`config.mk`:
```
export PLATFORM = sky130hd
export DESIGN_NAME = div_sequencer
export DESIGN_NICKNAME = d
export VERILOG_FILES = /design/src/rtl/div_pkg.sv /design/src/rtl/div_fixup.sv /design/src/rtl/div_sequencer.sv
export SDC_FILE = /design/constraint.sdc
export NUM_CORES = 1
export LEC_CHECK = 0
export ABC_AREA = 0
export CAP_MARGIN = 10
export CORE_MARGIN = 5
export CORE_UTILIZATION = 50
export CTS_BUF_LIST = sky130_fd_sc_hd__clkbuf_8
export CTS_CLUSTER_SIZE = 16
export DETAILED_ROUTE_END_ITERATION = 10
export PLACE_DENSITY = 0.85
export SLEW_MARGIN = 20
export SYNTH_ARGS = -nofsm -noshare
export SYNTH_HDL_FRONTEND = slang
export SYNTH_HIERARCHICAL = 1
export SYNTH_SLANG_ARGS = --single-unit
```
`constraint.sdc`:
```
create_clock -name clk -period 8.1 [get_ports clk]
set_clock_uncertainty 0.2 [all_clocks]
set_input_delay 2.025 -clock clk [delete_from_list [all_inputs] [get_ports clk]]
set_output_delay 2.025 -clock clk [all_outputs]
set_load 0.05 [all_outputs]
```
`src/rtl/div_pkg.sv`:
```
// Shared definitions for the divide sequencer slice.
//   W          : operand/result width, matches the sequential Divider
//   DIV_CYCLES : Divider run cycles per operation (S counts 0..DIV_CYCLES-1)
//   DZ_QUOT    : quotient reported for a divide by zero (all ones)
//   state_t    : sequencer FSM states
package div_pkg;

    localparam int W          = 32;
    localparam int DIV_CYCLES = 34;

    localparam logic [W-1:0] DZ_QUOT = '1;

    typedef enum logic [1:0] {
        IDLE = 2'd0,
        RUN  = 2'd1,
        DONE = 2'd2
    } state_t;

endpackage

```
`src/rtl/div_fixup.sv`:
```
// Result fix-up between the Divider outputs and the response registers.
// The Divider only sees a non-negative divisor magnitude and floors the
// quotient, so a negative signed divisor is handled by negating the quotient
// here. A zero divisor bypasses the Divider entirely.
//   negq     : divisor was negative in a signed op -> negate quotient
//   dz       : divisor was zero -> quot = all ones, rem = dividend
//   x        : dividend (only used for the divide-by-zero remainder)
//   div_quot : raw Divider quotient
//   div_rem  : raw Divider remainder
//   quot/rem : fixed-up result
//   dz_out   : divide-by-zero flag for the response
module div_fixup #(
    parameter int W = div_pkg::W
) (
    input  logic         negq,
    input  logic         dz,
    input  logic [W-1:0] x,
    input  logic [W-1:0] div_quot,
    input  logic [W-1:0] div_rem,
    output logic [W-1:0] quot,
    output logic [W-1:0] rem,
    output logic         dz_out
);
    import div_pkg::*;

    logic [W-1:0] quot_signed;

    // Euclidean fix-up: x = q*y + r with 0 <= r < |y| when y < 0 means
    // q = -floor(x/|y|) and the remainder is unchanged.
    assign quot_signed = negq ? (-div_quot) : div_quot;

    assign quot   = dz ? DZ_QUOT : quot_signed;
    assign rem    = dz ? x : div_rem;
    assign dz_out = dz;

endmodule

```
`src/rtl/div_sequencer.sv`:
```
// Request/response front-end for the 32-bit sequential Divider.
// Accepts one operation per req handshake, runs the Divider with a
// non-negative divisor magnitude, captures the result when stall drops,
// applies sign / divide-by-zero fix-ups and holds the response until taken.
//   clk, rst                    : clock, synchronous active-high reset
//   req_valid/req_ready         : request handshake
//   req_signed, req_x, req_y    : operation, dividend, divisor
//   resp_valid/resp_ready       : response handshake
//   resp_quot, resp_rem, resp_dz: result, held stable while resp_valid=1
//   div_run, div_u, div_x, div_y: to the Divider (div_y is |y|)
//   div_stall, div_quot, div_rem: from the Divider
module div_sequencer #(
    parameter int W          = div_pkg::W,
    parameter int DIV_CYCLES = div_pkg::DIV_CYCLES
) (
    input  logic         clk,
    input  logic         rst,
    input  logic         req_valid,
    output logic         req_ready,
    input  logic         req_signed,
    input  logic [W-1:0] req_x,
    input  logic [W-1:0] req_y,
    output logic         resp_valid,
    input  logic         resp_ready,
    output logic [W-1:0] resp_quot,
    output logic [W-1:0] resp_rem,
    output logic         resp_dz,
    output logic         div_run,
    output logic         div_u,
    output logic [W-1:0] div_x,
    output logic [W-1:0] div_y,
    input  logic         div_stall,
    input  logic [W-1:0] div_quot,
    input  logic [W-1:0] div_rem
);
    import div_pkg::*;

    localparam int                CNT_W    = $clog2(DIV_CYCLES + 1);
    localparam logic [CNT_W-1:0]  RUN_LAST = CNT_W'(DIV_CYCLES - 1);

    state_t state_reg, state_next;

    logic [W-1:0] x_reg;
    logic [W-1:0] ymag_reg;
    logic         signed_reg;
    logic         negq_reg;
    logic [W-1:0] quot_reg;
    logic [W-1:0] rem_reg;
    logic         dz_reg;
    logic [CNT_W-1:0] run_cnt_reg;

    logic         op_load;
    logic         res_load;

    // Request decode, used only when an operation is accepted in IDLE.
    logic         req_dz;
    logic         req_negq;
    logic [W-1:0] req_ymag;

    assign req_dz   = (req_y == '0);
    assign req_negq = req_signed & req_y[W-1];
    // 0x80000000 negates to itself, which the Divider reads as unsigned 2^31.
    assign req_ymag = req_negq ? (-req_y) : req_y;

    // Fix-up inputs: the divide-by-zero path completes straight from IDLE
    // using the live request; the normal path completes from RUN.
    logic         fix_dz_in;
    logic [W-1:0] fix_quot;
    logic [W-1:0] fix_rem;
    logic         fix_dz;

    assign fix_dz_in = (state_reg == IDLE) & req_dz;

    div_fixup #(
        .W (W)
    ) u_fixup (
        .negq     (negq_reg),
        .dz       (fix_dz_in),
        .x        (req_x),
        .div_quot (div_quot),
        .div_rem  (div_rem),
        .quot     (fix_quot),
        .rem      (fix_rem),
        .dz_out   (fix_dz)
    );

    // ---------------- FSM ----------------
    always_ff @(posedge clk) begin
        if (rst) begin
            state_reg <= IDLE;
        end else begin
            state_reg <= state_next;
        end
    end

    always_comb begin
        state_next = state_reg;
        op_load    = 1'b0;
        res_load   = 1'b0;
        case (state_reg)
            IDLE: begin
                if (req_valid) begin
                    op_load = 1'b1;
                    if (req_dz) begin
                        res_load   = 1'b1;
                        state_next = DONE;
                    end else begin
                        state_next = RUN;
                    end
                end
            end
            RUN: begin
                if (!div_stall) begin
                    res_load   = 1'b1;
                    state_next = DONE;
                end
            end
            DONE: begin
                if (resp_ready) begin
                    state_next = IDLE;
                end
            end
            default: state_next = IDLE;
        endcase
    end

    // ---------------- Datapath registers ----------------
    always_ff @(posedge clk) begin
        if (rst) begin
            x_reg      <= '0;
            ymag_reg   <= '0;
            signed_reg <= 1'b0;
            negq_reg   <= 1'b0;
            quot_reg   <= '0;
            rem_reg    <= '0;
            dz_reg     <= 1'b0;
        end else begin
            if (op_load) begin
                x_reg      <= req_x;
                ymag_reg   <= req_ymag;
                signed_reg <= req_signed;
                negq_reg   <= req_negq;
            end
            if (res_load) begin
                quot_reg <= fix_quot;
                rem_reg  <= fix_rem;
                dz_reg   <= fix_dz;
            end
        end
    end

    // Counts cycles spent in RUN; only observed by the checks below.
    always_ff @(posedge clk) begin
        if (rst || state_reg != RUN) begin
            run_cnt_reg <= '0;
        end else begin
            run_cnt_reg <= run_cnt_reg + 1'b1;
        end
    end

    // Outputs. div_run is low in DONE, so the Divider's S returns to 0
    // before the next operation starts.
    assign req_ready  = (state_reg == IDLE);
    assign resp_valid = (state_reg == DONE);
    assign div_run    = (state_reg == RUN);
    assign div_u      = signed_reg;
    assign div_x      = x_reg;
    assign div_y      = ymag_reg;
    assign resp_quot  = quot_reg;
    assign resp_rem   = rem_reg;
    assign resp_dz    = dz_reg;

    always @(posedge clk) begin
        if (!rst) begin
            assert (!(div_run && state_reg != RUN));
            assert (!(state_reg == RUN && run_cnt_reg > RUN_LAST));
        end
    end

endmodule

```
Word level (Yosys, flattened, before mapping):

Index checks and enable logic that the tools add are counted.

* output and inout port bits: 133
* bits in latches: 0
* ROM bits: 0
* register bits: 133
* input port bits: 134
* memories kept: 0
* logic and storage cells: 35
* bits in writable memories: 0

* multiply operators: 0
* magnitude comparators: 0
* shifts and indexed selects: 0
* reductions and logical operators: 3
* multiplexer cells: 15
* equal/unequal tests: 5
* div/mod/pow operators: 0
* bitwise gates (word level): 2
* add/sub/neg operators: 2

Operators by type and width (count)
* 32-bit 2-to-1 mux: 4
* 32-bit negation: 2
* 32-bit logical NOT: 1
* 2-bit 2-to-1 mux: 4
* 2-bit case mux with 3 select lines: 1
* 1-bit 2-to-1 mux: 5
* 2-bit != test, second input constant: 2
* 3-bit AND reduction: 1
* 1-bit bitwise AND: 2
* 2-bit by 1-bit == test with 1-bit output, second input constant: 1
* 2-bit == test, second input constant: 1
* 2-bit logical NOT: 1
* 2-bit by 1-bit != test with 1-bit output, second input constant: 1
* 1-bit case mux with 2 select lines: 1

Longest topological paths before layout:

Gate-level depths: netlist (run 1).

* depth after elaboration: 4
* mapped depth: 14
* gate-level depth less buffers: 12

Hierarchy:

The synthesis (run 1) kept the hierarchy.

Modules (own cells, without submodules)
* div_sequencer: cells each 872, seq. area each 2662.6 um^2, area an instance 7073.0 um^2, times used 1
* div_fixup: cells each 169, seq. area each 0.0 um^2, area an instance 1347.5 um^2, times used 1

Least setup slack after synthesis (run 1):

Ideal clock, no wire load.

* path kind: input port to flip-flop
* from: in req_y[0]
* to: reg rem_reg[10] (netlist: resp_rem[10])
* data required time: 7782 ps
* arrival time: 4666 ps
* library setup time: 118 ps
* setup slack: 3115 ps
* stages: 12
* path buffers: 2
* path through: inv_1 -> ha_1 -> or3b_4 -> or3_4 -> nor3_1 -> and3_1 -> clkbuf_1 -> clkbuf_1 -> mux2_2 -> nor4b_1 -> a31oi_1 -> nand2_1

* elaborated cells on any way between the ends: 6
* those cells by class: 4 x mux; 1 x bitwise; 1 x reduce/logical

RTL lines
* start, declared: line div_sequencer.sv:22 `input logic [W-1:0] req_y,`
* 32-bit logical NOT: line div_sequencer.sv:60 `assign req_dz = (req_y == '0);`
* 1-bit bitwise AND: line div_sequencer.sv:72 `assign fix_dz_in = (state_reg == IDLE) & req_dz;`
* named net fix_dz_in: line div_sequencer.sv:67 `logic fix_dz_in;`
* 32-bit 2-to-1 mux: line div_fixup.sv:33 `assign rem = dz ? x : div_rem;`
* named net fix_rem[10]: line div_sequencer.sv:69 `logic [W-1:0] fix_rem;`
* end signal, assigned: line div_sequencer.sv:146 `rem_reg <= fix_rem;`
* end, declared: line div_sequencer.sv:48 `logic [W-1:0] rem_reg;`

The timed path passes the listed nets, and every way through them passes these cells.
A chain may end at the register's enable or synchronous reset.

Final worst setup path (run 1):

* from: in req_y[0]
* to: reg quot_reg[31] (netlist: resp_quot[31])

* elaborated cells on any way between the ends: 6
* those cells by class: 4 x mux; 1 x bitwise; 1 x reduce/logical

RTL lines
* 32-bit logical NOT: line div_sequencer.sv:60
* 1-bit bitwise AND: line div_sequencer.sv:72
* named net fix_dz_in: line div_sequencer.sv:67
* 32-bit 2-to-1 mux: line div_fixup.sv:32 `assign quot = dz ? DZ_QUOT : quot_signed;`
* named net fix_quot[31]: line div_sequencer.sv:68 `logic [W-1:0] fix_quot;`
* end signal, assigned: line div_sequencer.sv:145 `quot_reg <= fix_quot;`
* end, declared: line div_sequencer.sv:47 `logic [W-1:0] quot_reg;`

The timed path passes the listed nets, and every way through them passes these cells.

==> impl_summary.md, run 1 <==
Status
The run finished with clean final reports.

CTS
TritonCTS built the clock tree. Clock-pin slew was measured on the worst setup and hold paths at 0.07 ns. In this run the number of H-tree levels came out at 4. In this run the deepest clock path goes through 2 buffers. After clock tree synthesis, the setup repair step added 0 buffers. CTS saw 133 sinks. The number of hold-repair buffers added at the cts stage is 0.

The tree is rooted in a sky130_fd_sc_hd__clkbuf_8. The total of cells resized after clock tree synthesis is 0. For the worst-skew pair, the clock arrives at the later sink with an insertion delay of 0.44 ns. TritonCTS created 17 clock buffers.

Yosys
The post-synthesis instance area is 0.00842 sq mm. The proportion of synthesized chip area in sequential cells is 31.6%. The number of unique standard cell types used by synthesis is 60. The net count of the mapped netlist is 1177. The count of yosys warnings during synthesis is 6.

The async set-or-reset flop fraction in the synthesized netlist is 0%. For this run, the leading register cell type out of synthesis is sky130_fd_sc_hd__dfxtp_1. The average cell area after synthesis is 8.09 sq um.

Counting flops with a built-in enable in the synthesized netlist gives 0. The register bit total from synthesis is 133. The gate count of the mapped netlist is 1041.

Floorplan
For this configuration, the core starts out at a cell density of 51.0%. The I/O pin count is 267. The die height is 140 um. The floorplan row count is 47.

From left edge to right edge, the die measures 140 um. The area of the core is 0.0165 sq mm. The floorplan die area is 0.0195 sq mm.

Flow run
The max-cap violation count is 0.

Drt
For this run, design rule violations remaining after detail routing come to 0. The detailed router placed 9077 vias in this run. After detailed routing, the number of vias per cell comes to 6.25. The routed wire length is 29.0 mm.

The number of detailed-routing iterations run before antenna repair is 5. Dividing the detail-routed wire length by the instance count gives 19.9 um. In this run the remaining antenna-violating nets after routing total 0. The count of routing violations after the opening detailed-route iteration is 718.

Worst setup path
The peak fanout along the critical path is 35. The category of the critical setup timing path is input pin to register. The endpoint arrival time on the critical path is 6.21 ns. The worst register-to-register path ends at resp_quot[31]. The worst flop-to-flop path startpoint is state_reg[1]. The endpoint required time on the critical path is 8.29 ns. The startpoint kind of the worst setup timing path is an input pin.

The worst register-to-register path has a setup slack of 4.99 ns. The kind of end point of the critical path is a register. The most critical setup path has its startpoint at req_y[0]. The number of cells on the worst reg-to-reg path is 8.

Timing
The worst pin sits at a relative slew slack of 32.3%. At the pin with the least slew margin, the transition time is 1.01 ns. The post-route clock period utilization is 74.3%.

Setup violations remaining at the end of the flow were counted as 0. The max-slew violation count is 0. Summed over all failing endpoints, the final setup total negative slack is 0 ns. The maximum frequency from static timing analysis is 0.166 GHz. Setup repair after global routing left no endpoint under its margin. The number of hold violations in the final report is 0.

Counting I/O delays and the setup requirement, the final critical path takes 6.02 ns.

Min path
The depth of the worst hold-timing path is 2. The type of the most critical hold path is register to register. The sink of the worst hold path is div_x[17].

The startpoint of the worst hold path is div_x[17].

Global routing
The busiest layer in global routing is met2. Global routing finished with a remaining overflow of 0. The first global-routing pass estimated 45.4 mm of wire. The global-route track usage on met2 is 45.9%. In the global route stage, met1 resource usage came out at 36.0%. Entering global routing, the biggest net connects 88 pins. The initial antenna violation count is 0. Across every metal layer, demand over resource in global routing totals 27.9%.

Global routing consumed, on the met3 layer, 6.04% of the routing resources. The via count of the first global-routing pass is 8512.

Power
The design draws 1.83 mW. The leakage power is 4.31 nW. Combinational cells account for 28.9% of the total power. The net switching power is 0.616 mW. The power per cell area is 161 mW/mm^2. The power share of the sequential group is 39.3%. The internal cell power is 1.22 mW. Of the total power, the share spent switching nets is 33.6%.

The largest voltage drop on the vdd net is 0.0968 mV. The clock network fraction of total power is 31.8%.

Final layout
The sequential standard cell area is 0.00266 sq mm. The multi-input combinational cells in the finished layout cover a total of 0.00522 sq mm. Relative to the synthesized area, the layout overhead comes to 34.8%. The total inserted antenna cells is 0. The layout has 1370 filler cells. Of the cells placed in the final design, the portion with a size suffix greater than 1 is 9.08%. The net count reported at finish is 1356.

Place
The final weighted congestion of routability-driven global placement is 0.941. The number of port buffers is 266. The wire-length estimate of the detail-placed layout is 19.0 mm.
[layer usage]
layer | up-vias | wire length, um
met2 | 495 | 13700
li1 | 4276 | -
met1 | 4255 | 11800
met5 | - | 0
met3 | 51 | 2540
met4 | 0 | 848
[layout make-up]
| class | instances | share of cell area, % |
|---|---|---|
| Sequential cell | 133 | 23.5 |
| Timing Repair Buffer | 278 | 24.2 |
| Clock buffer | 20 | 2.43 |
| Inverter | 10 | 0.353 |
| Clock inverter | 12 | 1.20 |
| Tap cell | 220 | 2.43 |
| Multi-Input combinational cell | 780 | 45.9 |
[stage by stage]
step                      hold slack, ns  setup WS (ns)  cell area [sq um]  utilization, %  cells
after floorplan                    0.284           3.12               8420               -   1041
after global placement             0.237           1.80              10900            66.2   1421
after detailed placement           0.247           1.68              10900            66.2   1421
after CTS                          0.257           2.14              11300            68.7   1453
after global routing               0.275           1.85              11300            68.7   1453
final                              0.255           2.08              11300            68.7   1453
[worst max-delay path by stage]
stage | endpoint | slack [ns] | depth (start not counted)
final | resp_quot[31] | 2.08 | 13
after detailed placement | resp_quot[31] | 1.68 | 13
after floorplan | resp_rem[10] | 3.12 | 12
after global placement | resp_quot[31] | 1.80 | 13
after global routing | resp_quot[31] | 1.85 | 13
after CTS | resp_quot[31] | 2.14 | 13
[cells in the final DEF (no fill, tap or decap), drive strengths merged, types with 5 or more instances in the layout]
master,n
nand3,6
clkdlybuf4s50,264
clkbuf,20
dfxtp,133
nand4,7
mux2i,5
or3,7
nor4b,62
nor2b,5
o41ai,10
mux2,32
buf,14
or4,6
o31ai,18
a211oi,6
a21oi,58
and3,73
xnor2,11
nor2,30
nand2,179
nor3,16
inv,13
nor3b,6
nor4,15
a31oi,67
xor2,39
o21ai,27
o2111ai,63
[Yosys cell counts (3+ instances only)]
master	number	area, sq um
sky130_fd_sc_hd__a211oi_1	6	45.0
sky130_fd_sc_hd__a21oi_1	58	290
sky130_fd_sc_hd__a31oi_1	67	419
sky130_fd_sc_hd__a32o_1	3	30.0
sky130_fd_sc_hd__a41o_1	3	30.0
sky130_fd_sc_hd__and2_1	3	18.8
sky130_fd_sc_hd__and3_1	73	457
sky130_fd_sc_hd__buf_1	3	11.3
sky130_fd_sc_hd__buf_2	16	80.1
sky130_fd_sc_hd__buf_4	3	22.5
sky130_fd_sc_hd__buf_8	5	75.1
sky130_fd_sc_hd__clkbuf_1	91	342
sky130_fd_sc_hd__dfxtp_1	133	2660
sky130_fd_sc_hd__inv_1	10	37.5
sky130_fd_sc_hd__mux2_2	32	360
sky130_fd_sc_hd__mux2i_1	5	50.1
sky130_fd_sc_hd__nand2_1	178	668
sky130_fd_sc_hd__nand2b_1	3	18.8
sky130_fd_sc_hd__nand3_1	3	15.0
sky130_fd_sc_hd__nand4_1	6	37.5
sky130_fd_sc_hd__nor2_1	30	113
sky130_fd_sc_hd__nor2b_1	5	31.3
sky130_fd_sc_hd__nor3_1	15	75.1
sky130_fd_sc_hd__nor3b_1	5	37.5
sky130_fd_sc_hd__nor4_1	8	50.1
sky130_fd_sc_hd__nor4_4	5	106
sky130_fd_sc_hd__nor4b_1	62	543
sky130_fd_sc_hd__o2111ai_1	63	552
sky130_fd_sc_hd__o21ai_0	26	130
sky130_fd_sc_hd__o22ai_1	4	25.0
sky130_fd_sc_hd__o31ai_1	17	128
sky130_fd_sc_hd__o41ai_1	4	35.0
sky130_fd_sc_hd__o41ai_2	6	97.6
sky130_fd_sc_hd__or3_1	5	31.3
sky130_fd_sc_hd__or4_1	4	30.0
sky130_fd_sc_hd__xnor2_1	11	96.3
sky130_fd_sc_hd__xor2_1	39	342
[power by group through the flow]
stage,combinational (mW),clock (mW),sequential [mW]
after CTS,0.527,0.590,0.719
final,0.530,0.583,0.719
after global placement,0.519,0,0.733
after detailed placement,0.525,0,0.733
after floorplan,0.174,0,0.870
after global routing,0.558,0.621,0.724
[logic make-up after synthesis]
logic type	after synthesis	share of synthesized area, %
buffers and inverters	128	6.75
AO/OA/AOI/OAI	267	22.3
XOR/XNOR	50	5.20
multiplexers	37	4.87
adder cells (fa/ha/maj)	2	0.297
AND/OR/NAND/NOR	424	29.0
flip-flops	133	31.6
[worst max-delay path, stage by stage]
cell                              delay [ns]
sky130_fd_sc_hd__clkdlybuf4s50_1        0.47
sky130_fd_sc_hd__inv_1                  0.08
sky130_fd_sc_hd__ha_1                   0.17
sky130_fd_sc_hd__or3b_4                 0.43
sky130_fd_sc_hd__or3_4                  0.44
sky130_fd_sc_hd__nor3_1                 0.20
sky130_fd_sc_hd__and3_2                 0.78
sky130_fd_sc_hd__inv_1                  0.73
sky130_fd_sc_hd__nand2_1                0.24
sky130_fd_sc_hd__nor3b_1                0.21
sky130_fd_sc_hd__and3_1                 0.18
sky130_fd_sc_hd__a32o_1                 0.13
sky130_fd_sc_hd__a41o_1                 0.10
Power figures use the tool's default switching activity.
==> inputs of run 2 (changes only) <==
--- a/config.mk
+++ b/config.mk
@@ -8,11 +8,11 @@
 export ABC_AREA = 0
 export CAP_MARGIN = 10
 export CORE_MARGIN = 5
-export CORE_UTILIZATION = 50
+export CORE_UTILIZATION = 49
 export CTS_BUF_LIST = sky130_fd_sc_hd__clkbuf_8
 export CTS_CLUSTER_SIZE = 16
 export DETAILED_ROUTE_END_ITERATION = 10
-export PLACE_DENSITY = 0.85
+export PLACE_DENSITY = 0.84
 export SLEW_MARGIN = 20
 export SYNTH_ARGS = -nofsm -noshare
 export SYNTH_HDL_FRONTEND = slang
==> constraint.sdc (replaced) <==
create_clock -name clk -period 5.7 [get_ports clk]
set_clock_uncertainty 0.2 [all_clocks]
set_input_delay 1.425 -clock clk [delete_from_list [all_inputs] [get_ports clk]]
set_output_delay 1.425 -clock clk [all_outputs]
set_load 0.05 [all_outputs]
==> impl_summary.md, run 2 (same netlist as run 1, synthesis figures left out) <==
CTS
The number of clock buffers inserted by TritonCTS is 17 (unchanged). The maximum number of buffers from clock root to sink was 2 (unchanged). The clock tree root buffer cell is sky130_fd_sc_hd__clkbuf_8.

The total of cells resized after clock tree synthesis is 0 (unchanged). The number of hold-repair buffers added at the cts stage came to 0 (unchanged). The clock tree from TritonCTS is yes.

The number of clock sinks is 133 (unchanged). The number of setup buffers added after CTS is 0 (unchanged). The clock latency reported for the late side of the worst-skew pair is 0.45 ns (about the same). The clock slew at the register clock pins of the worst setup and hold paths was 0.08 ns (about the same). The level count of the clock H-tree came to 4 (unchanged).

Floorplan
The floorplan die area was 0.0199 sq mm (+1.9%). The horizontal die dimension came to 141 um (+0.94%). The I/O pin count is 267 (unchanged).

The floorplan row count is 48 (+2.1%). The die height is 141 um (+0.94%). The area of the core is 0.0171 sq mm (+3.2%). The starting density of the core is 49.4% (-1.6 points).

Power
The power share of the sequential group is 36.2% (-3.1 points). The clock network fraction of total power was 37.3% (+5.5 points). The net switching power is 0.899 mW (+46%). The internal cell power is 1.93 mW (+58%). The combinational share of power is 26.6% (-2.3 points). The leakage power is 4.38 nW (+1.5%). The post-route total power is 2.83 mW (+54%).

The power per cell area is 246 mW/mm^2 (+52%). The switching part of the total came to 31.8% (-1.8 points). The largest voltage drop on the vdd net is 0.161 mV (+66%).

Worst setup path
The total stage count of the critical path is 12 (-1). The worst-case register-to-register setup slack is 2.97 ns (-2.02 ns). The peak per-stage delay on the critical path was 0.47 ns (-0.31 ns).

The startpoint kind of the worst setup timing path is an input pin. The endpoint arrival time on the critical path was 4.79 ns (-1.42 ns). The kind of end point of the critical path is a register. The critical path goes through clkdlybuf4s50_1 -> inv_1 -> ha_1 -> or3b_4 -> or3_4 -> nor3_1 -> and3_2 -> buf_4 -> mux2_2 -> nor4b_1 -> a31oi_1 -> nand2_1.

The startpoint of the worst setup timing path is req_y[0]. The endpoint required time on the critical path came to 5.85 ns (-2.44 ns). The number of buffers and inverters on the critical path is 3 (unchanged). The kind of cell with the highest combined delay on the critical path is simple AND/OR/NAND/NOR gates. The worst register-to-register path ends at resp_quot[31]. The destination of the critical timing path is resp_rem[0]. The peak fanout along the critical path is 32 (-8.6%). The cell with the largest stage delay on the worst path is sky130_fd_sc_hd__clkdlybuf4s50_1. The worst-case reg-to-reg path depth is 8 (unchanged). In this run the critical register-to-register path is launched from state_reg[1].

The worst setup path is of the input pin to register kind.

Drt
The wire length on met2 was 14.0 mm (+1.7%). The per-cell routed wire length is 20.0 um (+0.48%). After detailed routing, no signal wire sits above met5. The antenna violation net count after detailed routing is 0 (unchanged).

The number of detailed-routing iterations run before antenna repair is 5 (unchanged). The count of routing violations after the opening detailed-route iteration was 699 (-2.6%). The total met3 wirelength after detailed routing is 2.42 mm (-4.6%).

The number of vias per cell after detailed routing came to 6.25 (about the same). The vias after detailed routing is 9142 (+0.72%). The routed wire length is 29.3 mm (+1.2%). The post-route DRC violation count is 0 (unchanged).

The wire length the detailed router placed on met1 came to 12.0 mm (+1.6%).

Place
The final weighted congestion of routability-driven global placement was 0.925 (-1.7%). The detailed-placement wirelength estimate is 19.1 mm (+0.33%). The number of port buffers is 266 (unchanged).

The worst slack at placement is 0.638 ns (-1.05 ns). The total cell area at the placement stage is 0.0110 sq mm (+0.33%). The total instance count after detailed placement was 1430 (+0.63%).

Final layout
The utilization of the core after routing is 67.5% (-1.2 points). The library cell used most frequently in the layout, excluding fill and tap cells, is sky130_fd_sc_hd__clkdlybuf4s50_1. Relative to the synthesized area, the layout overhead comes to 36.7%. The final cell count without fillers is 1463 (+0.69%).

The net count reported at finish was 1360 (+0.29%). The library cells used most frequently in the layout, excluding fill and tap cells, are 264 x sky130_fd_sc_hd__clkdlybuf4s50_1, 178 x sky130_fd_sc_hd__nand2_1, 133 x sky130_fd_sc_hd__dfxtp_1. The fraction of layout cells with a size suffix above 1 came to 9.62% (+0.54 points). The area of all placed cells without fillers is 0.0115 sq mm (+1.4%). The number of fillers in the final layout is 1433 (+4.6%).

Timing
The worst slew margin relative to its limit was 30.8% (-1.4 points). The worst-case setup margin in the final layout is 1.07 ns (-1.02 ns). Setup repair after global routing left no endpoint under its margin. The total negative setup slack was 0 ns (unchanged). The minimum clock period is 4.63 ns. The maximum frequency from static timing analysis is 0.216 GHz. The number of hold violations in the final report is 0 (unchanged). The count of final setup violators came to 0 (unchanged).

The slew at the pin with the worst max-slew slack is 1.04 ns (+0.0213 ns). The max-slew violation count is 0 (unchanged). The worst hold slack came to 0.252 ns (-0.00381 ns). The post-route clock period utilization is 81.3%.

Global routing
The initial antenna violation count is 3 (+3). The wire length of the first global-routing pass is 45.6 mm (+0.33%). The via count of the first global-routing pass is 8635 (+1.4%). The global-route usage over all layers is 27.9% (about the same). The largest net degree at the start of global routing is 99 (+13%). The remaining global-route overflow is 0 (unchanged).

Min path
In this run the worst hold path is classified as register to register.

Status
The flow ran to the end, and the final reports show no timing, DRC or antenna violations.

Flow run
The max-cap violation count is 0 (unchanged).
==> run 2: cell count changes in the layout (fill, tap and decap cells not counted), sizes merged <==
cell      delta
clkbuf       +1
inv          -3
bufinv       +4
diode        +1
buf          +4
clkinvlp     -1
clkinv       -1
==> run 2: worst min path at each step <==
stage               startpoint        end  cells past startpoint
floorplan             negq_reg   negq_reg                      2
global placement     div_y[13]  div_y[13]                      2
detailed placement   div_y[15]  div_y[15]                      2
CTS                  div_x[31]  div_x[31]                      2
global route          div_x[9]   div_x[9]                      2
finish               div_y[15]  div_y[15]                      2
==> run 2: final cells by class <==
class / instances / area (sq um) / share of cell area [%]
timing repair buffer: 282 / 2780 / 24.1
antenna: 1 / 2.50 / 0.0217
clock buffer: 21 / 289 / 2.51
clock inverter: 11 / 244 / 2.12
tap: 225 / 282 / 2.45
inverter: 10 / 40.0 / 0.348
sequential: 133 / 2660 / 23.1
multi-input combinational: 780 / 5220 / 45.3
==> run 2: worst register-to-register path, stage by stage (launching register included) <==
cell                      delay, ns
sky130_fd_sc_hd__dfxtp_1       0.42
sky130_fd_sc_hd__nor2_1        0.08
sky130_fd_sc_hd__and3_2        0.21
sky130_fd_sc_hd__inv_1         0.75
sky130_fd_sc_hd__nand2_1       0.18
sky130_fd_sc_hd__nor3b_1       0.19
sky130_fd_sc_hd__and3_1        0.21
sky130_fd_sc_hd__a32o_1        0.20
sky130_fd_sc_hd__a41o_1        0.20
==> run 2: layer usage <==
metal	track usage, %	vias to the layer above
li1	-	4276
met1	36.4	4329
met2	44.8	468
met3	5.50	65
met4	12.2	4
met5	0	-
==> run 2: power by group through the flow <==
| stage | sequential (mW) | clock (mW) | combinational [mW] |
|---|---|---|---|
| after global placement | 1.04 | 0 | 0.739 |
| after floorplan | 1.24 | 0 | 0.248 |
| after detailed placement | 1.04 | 0 | 0.747 |
| after CTS | 1.02 | 1.07 | 0.750 |
| final | 1.02 | 1.05 | 0.751 |
| after global routing | 1.03 | 1.11 | 0.793 |
==> inputs of run 3 (changes only) <==
==> constraint.sdc (replaced) <==
create_clock -name clk -period 4.7 [get_ports clk]
set_clock_uncertainty 0.2 [all_clocks]
set_input_delay 1.175 -clock clk [delete_from_list [all_inputs] [get_ports clk]]
set_output_delay 1.175 -clock clk [all_outputs]
set_load 0.05 [all_outputs]
==> impl_summary.md, run 3 (same netlist as run 1, synthesis figures left out) <==
Final layout
The number of fillers in the final layout was 1435 (+0.14%). The sequential standard cell area is 0.00266 sq mm (unchanged). The layout overhead on the synthesized area is 38.2%. The total area of multi-input combinational cells is 0.00522 sq mm (unchanged).

The fraction of layout cells with a size suffix above 1 is 10.4% (+0.80 points). The library cell used most frequently in the layout, excluding fill and tap cells, is sky130_fd_sc_hd__clkdlybuf4s50_1. The net count reported at finish came to 1372 (+0.88%). Leaving out fill and tap cells, the most frequent cells in the layout are 264 x sky130_fd_sc_hd__clkdlybuf4s50_1, 178 x sky130_fd_sc_hd__nand2_1, 133 x sky130_fd_sc_hd__dfxtp_1.

Power
The largest voltage drop on the vdd net is 0.173 mV (+7.4%). The switching part of the total is 32.4% (+0.62 points). The combinational share of power was 27.5% (+0.9 points).

The leakage power is 4.45 nW (+1.7%). The clock network fraction of total power was 35.5% (-1.8 points). The internal cell power is 2.26 mW (+17%).

The net switching power is 1.08 mW (+21%). The post-route total power is 3.34 mW (+18%). The power per cell area is 287 mW/mm^2 (+17%). The power share of the sequential group is 37.0% (+0.8 points).

CTS
The clock tree from TritonCTS is yes. The number of clock buffers inserted by TritonCTS was 17 (unchanged). The number of hold-repair buffers added at the cts stage is 0 (unchanged). The total of cells resized after clock tree synthesis is 0 (unchanged).

The maximum number of buffers from clock root to sink is 2 (unchanged). The clock tree root buffer cell is sky130_fd_sc_hd__clkbuf_8. The level count of the clock H-tree came to 4 (unchanged).

The clock slew at the register clock pins of the worst setup and hold paths is 0.08 ns (about the same). The number of clock sinks is 133 (unchanged). The number of setup buffers added after CTS was 0 (unchanged).

The clock latency reported for the late side of the worst-skew pair is 0.43 ns (-0.02 ns).

Worst setup path
STA classifies the critical path startpoint as an input pin. The signal on the critical path passes through clkdlybuf4s50_1 -> inv_1 -> ha_1 -> or3b_4 -> or3_4 -> nor3_1 -> and3_2 -> buf_12 -> inv_1 -> buf_12 -> nand2_1 -> nor3b_1 -> and3_1 -> a32o_1 -> a41o_1. The peak per-stage delay on the critical path is 0.43 ns (-0.04 ns).

The peak fanout along the critical path came to 34 (+6.3%). STA classifies the critical path endpoint as a register. The endpoint arrival time on the critical path is 4.40 ns (-0.39 ns).

The worst flop-to-flop path startpoint is state_reg[0]. In this run the worst setup path begins at req_y[1]. The endpoint required time on the critical path was 4.89 ns (-0.96 ns). The worst-case reg-to-reg path depth was 10 (+2). On the critical path, the stage with the largest delay is an instance of sky130_fd_sc_hd__clkdlybuf4s50_1. The category of the critical setup timing path is input pin to register.

Drt
The number of detailed-routing iterations run before antenna repair was 5 (unchanged). The post-route DRC violation count was 0 (unchanged). The count of routing violations after the opening detailed-route iteration was 721 (+3.1%).

The per-cell routed wire length is 19.5 um (-2.6%). The vias after detailed routing is 9162 (+0.22%). The number of vias per cell after detailed routing is 6.22 (-0.53%). The antenna violation net count after detailed routing is 0 (unchanged). The routed wire length is 28.8 mm (-1.9%).

Timing
The total negative setup slack came to 0 ns (unchanged). The worst-case setup margin in the final layout is 0.489 ns (-0.577 ns). The max-slew violation count is 0 (unchanged). In the finished design, the share of the clock period the worst path needs comes to 89.6%. The clock period could shrink to 4.21 ns. Setup repair after global routing left no endpoint under its margin. The number of hold violations in the final report was 0 (unchanged). The worst slew margin relative to its limit is 43.7% (+13 points). The worst hold slack is 0.256 ns (+0.00471 ns). The slew at the pin with the worst max-slew slack is 0.842 ns (-0.194 ns). The count of final setup violators is 0 (unchanged).

The maximum frequency from static timing analysis is 0.237 GHz.

Floorplan
The I/O pin count is 267 (unchanged). The floorplan die area is 0.0199 sq mm (unchanged). The floorplan row count came to 48 (unchanged). The area of the core is 0.0171 sq mm (unchanged).

The starting density of the core is 49.4% (unchanged). The die height is 141 um (unchanged). The horizontal die dimension came to 141 um (unchanged).

Global routing
The initial antenna violation count is 3 (unchanged). The remaining global-route overflow is 0 (unchanged). The via count of the first global-routing pass is 8385 (-2.9%). The wire length of the first global-routing pass is 45.0 mm (-1.2%). The global-route usage over all layers is 27.4% (-0.44 points). The largest net degree at the start of global routing came to 94 (-5.1%).

Place
The worst slack at placement came to 0.0630 ns (-0.575 ns). The final weighted congestion of routability-driven global placement was 0.943 (+2.0%). The number of port buffers was 266 (unchanged). The detailed-placement wirelength estimate came to 19.2 mm (+0.58%).

Min path
The depth of the worst hold-timing path was 2 (unchanged). The min-delay analysis places its worst path in the category register to register. The startpoint identified for the worst hold timing path is div_x[13].

Status
The run finished with clean final reports.

Flow run
The max-cap violation count is 0 (unchanged).
run 3: cell types whose count changed in the layout (fill, tap and decap cells not counted):
cell	delta
sky130_fd_sc_hd__buf_4	+5
sky130_fd_sc_hd__inv_6	+1
sky130_fd_sc_hd__clkinv_2	+2
sky130_fd_sc_hd__bufinv_16	-1
sky130_fd_sc_hd__buf_12	+7
sky130_fd_sc_hd__clkbuf_8	-2
sky130_fd_sc_hd__clkinvlp_4	-1
run 3: through the flow:
stage,cell area [sq um],std cells,util [%]
5_1_grt,11600,1474,68.3
4_1_cts,11600,1473,68.2
6_report,11600,1474,68.3
3_3_place_gp,11200,1442,65.4
3_5_place_dp,11200,1442,65.4
2_1_floorplan,8420,1041,-
run 3: path summary, 6_finish.rpt:
kind                    to  slack, ns
max          resp_quot[31]       0.49
min              div_x[13]       0.26
max reg2reg  resp_quot[31]       2.38
min reg2reg      div_x[13]       0.26
run 3: cell type report:
cell class / count / share of cell area [%]
well taps: 225 / 2.42
flip-flops and latches: 133 / 22.9
repair buffers: 294 / 25.4
inverters: 10 / 0.344
multi-input cells: 780 / 44.8
clock inverters: 12 / 1.93
diodes: 1 / 0.0215
clock buffers: 19 / 2.25
run 3: layer usage:
layer	wire (um)	vias to the layer above	track usage, %	part of all wire [%]
met4	802	4	11.3	2.8
met5	21	-	0	0.073
met3	2180	60	4.99	7.6
li1	-	4295	-	-
met2	13900	440	44.7	48
met1	11800	4363	35.9	41
run 3: critical path, delay by kind of cell:
kind,cells,cell delay [ns]
and+or+nand+nor,7,1.77
adders and majority gates,1,0.20
AOI/OAI and AO/OA,2,0.22
buffers and inverters,5,1.02
run 3: power groups by stage:
stage | Combinational [mW] | Sequential (mW) | Clock [mW]
after floorplan | 0.300 | 1.50 | 0
after global placement | 0.905 | 1.26 | 0
after detailed placement | 0.914 | 1.26 | 0
after CTS | 0.918 | 1.24 | 1.20
after global routing | 0.970 | 1.25 | 1.25
final | 0.919 | 1.24 | 1.19
